===== src/rtl/ctrl_sequencer.sv =====
// Multi-cycle control sequencer: fetches a 9-bit instruction, decodes it and walks
// EXEC/MEM/WB while driving the datapath source-select muxes and write enables.
module ctrl_sequencer #(
    parameter int MEM_TIMEOUT = 16,
    parameter int CNT_W       = 16
) (
    input  logic             Clk,
    input  logic             Reset,
    input  logic             start,
    output logic             imem_req,
    input  logic             imem_ack,
    input  logic [8:0]       instr,
    input  logic             zero_flag,
    output logic             dmem_req,
    output logic             dmem_we,
    input  logic             dmem_ack,
    output logic             format,
    output logic             Load,
    output logic             ALUSrc,
    output logic             Branch,
    output logic             Copy,
    output logic             Move,
    output logic             BranchResult,
    output logic             reg_we,
    output logic             pc_en,
    output logic             done,
    output logic             err,
    output logic [CNT_W-1:0] retired_cnt
);

    // state  | meaning
    // IDLE   | waiting for start after reset
    // FETCH  | imem_req high, waiting for imem_ack
    // DECODE | latched opcode drives the select registers
    // EXEC   | one ALU cycle; BEQ samples zero_flag
    // MEM    | dmem_req high, waiting for dmem_ack with timeout
    // WB     | reg_we/pc_en pulse, retire count
    // DONE   | HALT reached, start restarts fetching
    // ERROR  | memory timeout, left only by Reset
    localparam logic [2:0] S_IDLE   = 3'd0;
    localparam logic [2:0] S_FETCH  = 3'd1;
    localparam logic [2:0] S_DECODE = 3'd2;
    localparam logic [2:0] S_EXEC   = 3'd3;
    localparam logic [2:0] S_MEM    = 3'd4;
    localparam logic [2:0] S_WB     = 3'd5;
    localparam logic [2:0] S_DONE   = 3'd6;
    localparam logic [2:0] S_ERROR  = 3'd7;

    localparam logic [2:0] OP_ADD  = 3'b000;
    localparam logic [2:0] OP_ADDI = 3'b001;
    localparam logic [2:0] OP_LD   = 3'b010;
    localparam logic [2:0] OP_ST   = 3'b011;
    localparam logic [2:0] OP_CPY  = 3'b100;
    localparam logic [2:0] OP_MOV  = 3'b101;
    localparam logic [2:0] OP_BEQ  = 3'b110;
    localparam logic [2:0] OP_HALT = 3'b111;

    localparam int TW = $clog2(MEM_TIMEOUT + 1);
    localparam logic [TW-1:0] MEM_LAST = TW'(MEM_TIMEOUT - 1);

    logic [2:0]    state;
    logic [2:0]    op_q;
    logic [TW-1:0] mem_cnt;
    logic          writes_reg;
    logic          unused_operand;

    // Operand bits feed the datapath directly; only the opcode matters here.
    assign unused_operand = ^instr[5:0];

    assign writes_reg = (op_q == OP_ADD) || (op_q == OP_ADDI) || (op_q == OP_LD) ||
                        (op_q == OP_CPY) || (op_q == OP_MOV);

    // Decoded from state so an async Reset drops them in the same cycle.
    assign imem_req = (state == S_FETCH);
    assign dmem_req = (state == S_MEM);
    assign dmem_we  = (state == S_MEM) && (op_q == OP_ST);
    assign reg_we   = (state == S_WB) && writes_reg;
    assign pc_en    = (state == S_WB);
    assign done     = (state == S_DONE);
    assign err      = (state == S_ERROR);

    always_ff @(posedge Clk or posedge Reset) begin
        if (Reset) begin
            state        <= S_IDLE;
            op_q         <= '0;
            mem_cnt      <= '0;
            retired_cnt  <= '0;
            format       <= 1'b0;
            Load         <= 1'b0;
            ALUSrc       <= 1'b0;
            Branch       <= 1'b0;
            Copy         <= 1'b0;
            Move         <= 1'b0;
            BranchResult <= 1'b0;
        end else begin
            case (state)
                S_IDLE: begin
                    if (start) state <= S_FETCH;
                end
                S_FETCH: begin
                    if (imem_ack) begin
                        op_q  <= instr[8:6];
                        state <= S_DECODE;
                    end
                end
                S_DECODE: begin
                    format       <= (op_q == OP_ADDI);
                    Load         <= (op_q == OP_LD);
                    ALUSrc       <= (op_q == OP_ADDI) || (op_q == OP_LD) || (op_q == OP_ST);
                    Branch       <= (op_q == OP_BEQ);
                    Copy         <= (op_q == OP_CPY);
                    Move         <= (op_q == OP_MOV);
                    BranchResult <= 1'b0;
                    state        <= (op_q == OP_HALT) ? S_DONE : S_EXEC;
                end
                S_EXEC: begin
                    if (op_q == OP_BEQ) BranchResult <= zero_flag;
                    mem_cnt <= '0;
                    state   <= ((op_q == OP_LD) || (op_q == OP_ST)) ? S_MEM : S_WB;
                end
                S_MEM: begin
                    // An ack on the final allowed cycle beats the timeout.
                    if (dmem_ack)                 state   <= S_WB;
                    else if (mem_cnt == MEM_LAST) state   <= S_ERROR;
                    else                          mem_cnt <= mem_cnt + 1'b1;
                end
                S_WB: begin
                    if (retired_cnt != '1) retired_cnt <= retired_cnt + 1'b1;
                    format       <= 1'b0;
                    Load         <= 1'b0;
                    ALUSrc       <= 1'b0;
                    Branch       <= 1'b0;
                    Copy         <= 1'b0;
                    Move         <= 1'b0;
                    BranchResult <= 1'b0;
                    state        <= S_FETCH;
                end
                S_DONE: begin
                    if (start) state <= S_FETCH;
                end
                S_ERROR: begin
                    state <= S_ERROR;
                end
                default: state <= S_IDLE;
            endcase
        end
    end

endmodule


===== config.mk =====
export PLATFORM = sky130hd
export DESIGN_NAME = ctrl_sequencer
export DESIGN_NICKNAME = d
export VERILOG_FILES = /design/src/rtl/ctrl_sequencer.sv
export SDC_FILE = /design/constraint.sdc
export NUM_CORES = 1
export LEC_CHECK = 0
export BUFFER_PORTS_ARGS = -buffer_cell sky130_fd_sc_hd__buf_2
export CAP_MARGIN = 20
export CORE_MARGIN = 10
export CORE_UTILIZATION = 53
export CTS_CLUSTER_SIZE = 10
export DETAILED_ROUTE_END_ITERATION = 8
export PLACE_DENSITY = 0.85
export SLEW_MARGIN = 20
export SYNTH_ARGS = -nofsm -noshare
export SYNTH_HDL_FRONTEND = slang
export SYNTH_SLANG_ARGS = --single-unit
export TNS_END_PERCENT = 100

===== constraint.sdc =====
create_clock -name Clk -period 1.92 [get_ports Clk]
set_input_delay 0.192 -clock Clk [delete_from_list [all_inputs] [get_ports Clk]]
set_output_delay 0.192 -clock Clk [all_outputs]
set_load 0.05 [all_outputs]

==> results_dict.tcl <==
set metrics [dict create \
    status "finished clean" \
    power_density_nw_per_um2 1427 \
    h-tree-depth 2 \
    fin_crit_ns 1.796 \
    worstPathCellList "ha_1, and3_1, ha_1, nor2_2, a21oi_2, or3_1, a21oi_1" \
    drv_cap 0 \
    clk_pin_slew_ns 0.09 \
    rr_worst_depth 7 \
    pin_count 45 \
    grt_pass1_wl_um 6969 \
    synth_warnings 0 \
    synth_ff_type "dfrtp_1" \
    cts_buffer_depth 2 \
    via_per_inst 5.612 \
    stdcell_count 276 \
    syn-instance-count 182 \
    cts_inserted_buffers 5 \
    ys_seq_area_share_pct 46.04 \
    final_cell_mix "buf_2, dfrtp_1, nand2_1" \
    final.setup.tns_ns 0 \
    leakagePower_nw 1.097 \
    worstMarginPinSlew_ns 0.4235 \
    core.rowCount 21 \
    final_cell_area_sq_um 2207 \
    nNetsFinal 248 \
    cp_max_fo 6 \
    routedWlPerCell_um 14.55 \
    antenna_found_initial 0 \
    worst_setup_path_end_kind "flip-flop" \
    final_common_cell "buf_2" \
    worstHoldStart "instr[8]" \
    synth_area_per_cell_sq_um 10.15 \
    critPathArrivalTime_ns 2.05 \
    grt_overflow 0 \
    r2r_start "mem_cnt[0]" \
    core_area_sq_um 3363 \
    required_ns 2.17 \
    min_path_cells 3 \
    cts_sinks 34 \
    grt_max_degree 35 \
    placed_area_sq_um 2115 \
    synth_cell_types 51 \
    ff_latch_area_sq_um 855.8 \
    die_height_um 79.05 \
    cts_root_buf "clkbuf_4" \
    fin_crit_sh_pct 93.55 \
    rsz0062_at_grt "false" \
    hold_path_class "primary input to flip-flop" \
    die_w_um 79.05 \
    drtPass1Iterations 5 \
    slowest_stage "dfrtp_1" \
    multi_input_area_sq_um 925.9 \
    drt_iter0_drc 75 \
    synth_edf_count 0 \
    diodes 0 \
    fin_skew_ns 0.007686 \
    synth-async-reset-ratio_pct 100.0 \
    routed_wl_um 4017 \
    r2r_end "mem_cnt[2]" \
    whs_endpoint "op_q[2]" \
    finalSetupViolations 0 \
    die_area_sq_um 6249 \
    vias 1549 \
    syn-cell-area_sq_um 1848 \
    cpPeakStageDelay_ns 0.40 \
    cp_common_cell "ha_1" \
    num-fill-cells 300 \
    drc 0 \
    maxSlewHeadroom_pct 71.77 \
    clock.fmax_mhz 556.7 \
    drive_above_1_share_pct 32.17 \
    path_class "flip-flop to flip-flop" \
    insertion_delay_ns 0.33 \
    postRouteAntennaNets 0 \
    cts_tree "done" \
    synth_nets 200 \
    dp_hpwl_um 2905 \
    grt_pass1_vias 1531 \
    hold_viol 0 \
    synth_seq_cells 34 \
    ir_drop_uv 947.9 \
    startpoint_type "flip-flop" \
    port-buffer-count 38 \
    dp.cells 265 \
    slew_viol_final 0 \
    rrSetupSlack_ns 0.12 \
    gp_congestion 0.8438 \
    initial_utilization_pct 54.95 \
    timing.hold.ws_ns 0.06857 \
    grtUsageTotal_pct 13.68 \
    syn_to_final_growth_pct 19.43 \
]
-- power by group --
part / switching (W) / leakage (nW) / internal, W
Clock: 0.000227 / 0.0314 / 0.000173
Sequential: 0.000270 / 0.445 / 0.000900
Combinational: 0.00105 / 0.620 / 0.000530
Total: 0.00155 / 1.10 / 0.00160
-- worst max-delay path: cells and delay by family (launching register included) --
| kind | cells | cell delay [ns] |
|---|---|---|
| fa+ha+maj | 2 | 0.40 |
| simple gates | 3 | 0.64 |
| compound gates | 2 | 0.28 |
| flops | 1 | 0.40 |
-- cell usage after synthesis, types with 4 or more instances --
master | count | area, sq um
nand4_1 | 6 | 37.54
a21oi_1 | 9 | 45.04
xor2_1 | 5 | 43.79
nand3_1 | 6 | 30.03
clkbuf_1 | 6 | 22.52
xnor2_1 | 5 | 43.79
nand2_1 | 25 | 93.84
nor3b_1 | 4 | 30.03
o21ai_0 | 9 | 45.04
a31oi_1 | 4 | 25.02
inv_1 | 6 | 22.52
nor2_1 | 6 | 22.52
and3_1 | 4 | 25.02
dfrtp_1 | 34 | 850.8
-- metal layers --
| layer | global-route usage, % | routed length, um | share of wire (%) | vias to the layer above |
|---|---|---|---|---|
| met1 | 15.08 | 1690 | 42 | 744 |
| li1 | - | - | - | 747 |
| met2 | 21.86 | 1887 | 47 | 51 |
| met5 | 0 | 0 | 0 | - |
| met3 | 7.095 | 369 | 9.2 | 7 |
| met4 | 5.376 | 70 | 1.7 | 0 |
-- area by class of cell --
cell class | instances | share of cell area [%]
Sequential cell | 34 | 38.78
Multi-Input combinational cell | 132 | 41.95
Timing Repair Buffer | 51 | 13.15
Clock buffer | 7 | 2.494
Inverter | 6 | 1.020
Tap cell | 46 | 2.608
-- timing repair --
action | 4_1_cts | 5_1_grt
pin swaps | 1 | 0
buffers inserted | 2 | 1
cloned | 0 | 0
hold endpoints to repair | 34 | 0
resized for setup | 0 | 3
setup endpoints to repair | 1 | 5
hold buffers | 1 | 0
-- kinds of logic (layout without fill, tap and decap cells) --
family                   count (synthesis)  count (layout)  share of synthesized area [%]
AO/OA/AOI/OAI                           35              35                          11.85
XOR/XNOR                                10              10                          4.739
adder cells (fa/ha/maj)                  3               3                          2.031
buffers and inverters                   16              64                          4.265
flip-flops                              34              34                          46.04
multiplexers                             5               5                          3.114
AND/OR/NAND/NOR                         79              79                          27.96
-- sequential cells by signal, indices dropped and copies added, names as in the netlist --
register,cells
retired_cnt,16
mem_cnt,5
op_q,3
state,3
ALUSrc,1
Branch,1
BranchResult,1
Copy,1
Load,1
Move,1
format,1
-- metrics by stage --
stage          total power (W)  worst slack [ns]  utilization [%]
2_1_floorplan         0.002378          -0.07388                -
4_1_cts               0.003150           0.01196            65.25
3_5_place_dp          0.002732           0.08871            62.87
6_report              0.003149            0.1238            65.63
3_3_place_gp          0.002686            0.1509            62.87
5_1_grt               0.003375          0.006992            65.63
-- how the worst max path moves through the flow --
stage | to | depth (start not counted) | slack, ns | from
global placement | mem_cnt[3] | 7 | 0.15 | mem_cnt[0]
global route | mem_cnt[3] | 7 | 0.007 | mem_cnt[1]
CTS | pc_en | 4 | 0.01 | state[0]
floorplan | op_q[1] | 4 | -0.07 | state[0]
finish | mem_cnt[2] | 7 | 0.12 | mem_cnt[0]
detailed placement | mem_cnt[3] | 7 | 0.09 | mem_cnt[0]
No activity file was read; power rests on OpenSTA's default activity.
